===== config.mk =====
export PLATFORM = sky130hd
export DESIGN_NAME = dpram_port_arbiter
export DESIGN_NICKNAME = d
export VERILOG_FILES = /design/src/rtl/dpram_port_arbiter.sv
export SDC_FILE = /design/constraint.sdc
export NUM_CORES = 1
export LEC_CHECK = 0
export BUFFER_PORTS_ARGS = -buffer_cell sky130_fd_sc_hd__buf_2
export CAP_MARGIN = 25
export CORE_MARGIN = 1
export CORE_UTILIZATION = 25
export DETAILED_ROUTE_END_ITERATION = 8
export GPL_ROUTABILITY_DRIVEN = 0
export PLACE_DENSITY_LB_ADDON = 0.1
export SLEW_MARGIN = 10
export SYNTH_ARGS = -nofsm -noshare
export SYNTH_HDL_FRONTEND = slang
export SYNTH_SLANG_ARGS = --single-unit

===== constraint.sdc =====
create_clock -name clk -period 4.17 [get_ports clk]
set_input_delay 0.834 -clock clk [delete_from_list [all_inputs] [get_ports clk]]
set_output_delay 0.834 -clock clk [all_outputs]
set_load 0.02 [all_outputs]

===== src/rtl/dpram_port_arbiter.sv =====
// Round-robin sharing of dual-port RAM port A between the CPU data bus
// (requester 0) and the DMA/loader engine (requester 1).
module dpram_port_arbiter #(
  parameter int adr_width = 13,
  parameter int dat_width = 16
) (
  input  logic                 clk,
  input  logic                 rst,
  input  logic                 m0_req,
  input  logic                 m0_we,
  input  logic [adr_width-1:0] m0_adr,
  input  logic [dat_width-1:0] m0_wdat,
  output logic                 m0_ack,
  output logic [dat_width-1:0] m0_rdat,
  input  logic                 m1_req,
  input  logic                 m1_we,
  input  logic [adr_width-1:0] m1_adr,
  input  logic [dat_width-1:0] m1_wdat,
  output logic                 m1_ack,
  output logic [dat_width-1:0] m1_rdat,
  output logic                 busy,
  output logic                 ram_en,
  output logic                 ram_we,
  output logic [adr_width-1:0] ram_adr,
  output logic [dat_width-1:0] ram_wdat,
  input  logic [dat_width-1:0] ram_rdat
);

  typedef enum logic [1:0] {
    IDLE,
    ISSUE,
    RESP
  } state_t;

  state_t state;

  // last: requester granted most recently
  // owner: requester of the transaction in flight
  logic last;
  logic owner;

  logic                 pick1;
  logic                 sel_we;
  logic [adr_width-1:0] sel_adr;
  logic [dat_width-1:0] sel_wdat;

  // Winner select: a tie goes to the requester not granted last
  always_comb begin
    pick1 = 1'b0;
    unique case (1'b1)
      m0_req & m1_req:  pick1 = ~last;
      m1_req & ~m0_req: pick1 = 1'b1;
      default:          pick1 = 1'b0;
    endcase
  end

  // Mux the winner's access fields toward the port registers
  always_comb begin
    sel_we   = m0_we;
    sel_adr  = m0_adr;
    sel_wdat = m0_wdat;
    if (pick1) begin
      sel_we   = m1_we;
      sel_adr  = m1_adr;
      sel_wdat = m1_wdat;
    end
  end

  // Transaction sequencer with registered port A and ack outputs
  always_ff @(posedge clk or posedge rst) begin
    if (rst) begin
      state    <= IDLE;
      last     <= 1'b1;
      owner    <= 1'b0;
      busy     <= 1'b0;
      ram_en   <= 1'b0;
      ram_we   <= 1'b0;
      ram_adr  <= '0;
      ram_wdat <= '0;
      m0_ack   <= 1'b0;
      m1_ack   <= 1'b0;
    end else begin
      unique case (state)
        IDLE: begin
          if (m0_req | m1_req) begin
            state    <= ISSUE;
            busy     <= 1'b1;
            owner    <= pick1;
            last     <= pick1;
            ram_en   <= 1'b1;
            ram_we   <= sel_we;
            ram_adr  <= sel_adr;
            ram_wdat <= sel_wdat;
          end
        end
        ISSUE: begin
          state  <= RESP;
          ram_en <= 1'b0;
          ram_we <= 1'b0;
          m0_ack <= ~owner;
          m1_ack <= owner;
        end
        RESP: begin
          state  <= IDLE;
          busy   <= 1'b0;
          m0_ack <= 1'b0;
          m1_ack <= 1'b0;
        end
        default: begin
          state  <= IDLE;
          busy   <= 1'b0;
          ram_en <= 1'b0;
          ram_we <= 1'b0;
          m0_ack <= 1'b0;
          m1_ack <= 1'b0;
        end
      endcase
    end
  end

  // RAM output is registered; only the acked requester consumes it
  assign m0_rdat = ram_rdat;
  assign m1_rdat = ram_rdat;

endmodule

==> results_dict.tcl <==
set metrics [dict create \
    rows 33 \
    start_util_pct 26.0 \
    final_hold_viol_count 0 \
    final_cells 331 \
    status "completed" \
    yosys.cell_types.count 17 \
    yosys_warnings 0 \
    clockBufferDepth 2 \
    ys_ff_latch 38 \
    antenna_left 0 \
    seq_power_share_pct 36.5 \
    crit_path_start "state[0]" \
    first_iter_violations 15 \
    rsz0062_at_grt "no" \
    syn-instance-count 158 \
    drive_above_1_share_pct 73.5 \
    insertedDiodeCount 0 \
    wl_um 4400 \
    dp.final_hpwl_um 3110 \
    dr.pass1.iters 2 \
    grt_start_max_net_pins 39 \
    num_vias 1334 \
    fin_skew_ps 5.82 \
    ys_top_cells_by_area "dfrtp_1, mux2_4, mux2_2" \
    syn_area_per_cell_um2 13.6 \
    crit_path_end_kind "flip-flop" \
    grt_overflow 0 \
    clkPwrFrac_pct 14.6 \
    path_clk_slew_ps 80 \
    pin_count 146 \
    timing.final.crit_share_pct 52.8 \
    antenna_found_initial 0 \
    ff2ff_path_depth 5 \
    switching_share_pct 38.9 \
    numClockSinks 38 \
    setup_tns_ps 0 \
    clockRootBuffer "clkbuf_8" \
    nets 305 \
    worst_ir_drop_vdd_uv 208 \
    p_total_mw 1.82 \
    synth_largest_area_cell "dfrtp_1" \
    rr_endpoint "ram_adr[9]" \
    p_leak_nw 1.32 \
    cts_tree "done" \
    cp-start-kind "flip-flop" \
    wire_per_inst_um 13.3 \
    rr_startpoint "state[0]" \
    synth_top_cell_area_share_pct 43.1 \
    crit_arrival_ps 2380 \
    reg2reg_slack_ps 1970 \
    netlist_area_um2 2150 \
    pwr-share-comb_pct 48.9 \
    htree_levels 2 \
    final_cell_mix "buf_2, dfrtp_1, mux2_2, mux2_4, clkbuf_8" \
    crit_fanout 19 \
    ctsHoldBuffers 0 \
    cts_made_buffers 5 \
    die-width_um 94.7 \
    powerDensity_nw_per_um2 706 \
    intPower_mw 1.11 \
    worstSetupEndpoint "ram_adr[9]" \
    yosysSeqAreaShare_pct 44.3 \
    drc 0 \
    place_ws_ps 1570 \
    avgViaCountPerCell 4.03 \
    hp-class "reg2reg" \
    final_common_cell "buf_2" \
    cts_resized 0 \
    setup_ws_ps 1970 \
    slew_headroom_pct 49.5 \
    grt_pass1_wl_um 6780 \
    setup_viol 0 \
    required_ps 4350 \
    die-area_um2 8970 \
    post_cts_buffers 0 \
    crit_type "reg2reg" \
    coreArea_um2 8260 \
    place_inst 323 \
    die_h_um 94.7 \
    tightestPinTransition_ps 757 \
    area_delta_synth_final_pct 19.6 \
    slew_violations 0 \
    io_buffer_count 97 \
    netSwitchingPower_uw 706 \
    syn_nets 238 \
    min_period_ps 2200 \
    clk_latency_ps 290 \
    fmax_mhz 454 \
    drv_cap 0 \
    track_usage_pct 10.0 \
    grt_pass1_vias 1348 \
]
-- worst max-delay path, stage by stage, from the launching register on --
cell     delay (ps)
dfrtp_1         470
nor2_1          190
o21ai_1         150
inv_1           580
buf_4           350
mux2_2          360
-- power by group through the flow --
stage | combinational [mW] | sequential (mW) | clock, mW
floorplan | 0.483 | 0.869 | 0
global placement | 0.905 | 0.674 | 0
detailed placement | 0.909 | 0.673 | 0
CTS | 0.909 | 0.668 | 0.281
global route | 0.967 | 0.694 | 0.294
finish | 0.888 | 0.663 | 0.265
-- layer usage --
| layer | wire (µm) | share of wire (%) | GRT usage [%] |
|---|---|---|---|
| met5 | 0 | 0 | 0 |
| met1 | 2050 | 47 | 13.2 |
| met3 | 457 | 10 | 3.62 |
| met2 | 1800 | 41 | 14.4 |
| met4 | 94 | 2.1 | 4.80 |
-- cells in the mapped netlist --
cell type   n
mux2_4     28
a21oi_1     1
buf_4      35
o21ai_0     4
a21bo_4     1
nor2_1      4
dfrtp_1    37
dfstp_2     1
o21ai_1     1
inv_1       5
mux2i_1     3
buf_6       3
mux2_2     30
o32ai_1     1
buf_2       1
a31oi_1     1
nor2b_1     2
-- kinds of logic (layout without fill, tap and decap cells) --
logic type,Yosys count,count (layout),share of synthesized area (%)
AND/OR/NAND/NOR,6,6,1.28
multiplexers,61,61,36.7
buffers and inverters,44,112,14.9
AO/OA/AOI/OAI,9,9,2.85
flip-flops,38,38,44.3
-- state kept, by name, summed over array words and instances, names as in the netlist --
name / cells
ram_wdat: 16
ram_adr: 13
state: 2
busy: 1
last: 1
m0_ack: 1
m1_ack: 1
owner: 1
ram_en: 1
ram_we: 1
-- per-stage QoR --
stage / hold slack [ps] / utilization [%] / cell area [µm²]
final: 503 / 31.1 / 2570
after global routing: 523 / 31.1 / 2570
after CTS: 510 / 31.1 / 2570
after detailed placement: 491 / 30.0 / 2480
after global placement: 486 / 30.0 / 2480
after floorplan: 490 / - / 2150
-- worst min path at each step --
| stage | start | endpoint | slack, ps | cells after the start |
|---|---|---|---|---|
| 6_report | ram_wdat[6] | ram_wdat[6] | 500 | 1 |
| 2_1_floorplan | owner | m1_ack | 490 | 2 |
| 5_1_grt | ram_wdat[5] | ram_wdat[5] | 520 | 1 |
| 4_1_cts | ram_adr[10] | ram_adr[10] | 510 | 1 |
| 3_5_place_dp | ram_adr[10] | ram_adr[10] | 490 | 1 |
| 3_3_place_gp | ram_adr[4] | ram_adr[4] | 490 | 1 |
-- area by class of cell --
| class | count | area, µm² |
|---|---|---|
| clock buffers | 7 | 86.3 |
| multi-input cells | 76 | 877 |
| well taps | 105 | 131 |
| fillers | 888 | 5690 |
| flip-flops and latches | 38 | 952 |
| repair buffers | 99 | 500 |
| clock inverters | 1 | 5.00 |
| inverters | 5 | 18.8 |
No activity file was read; power rests on OpenSTA's default activity.
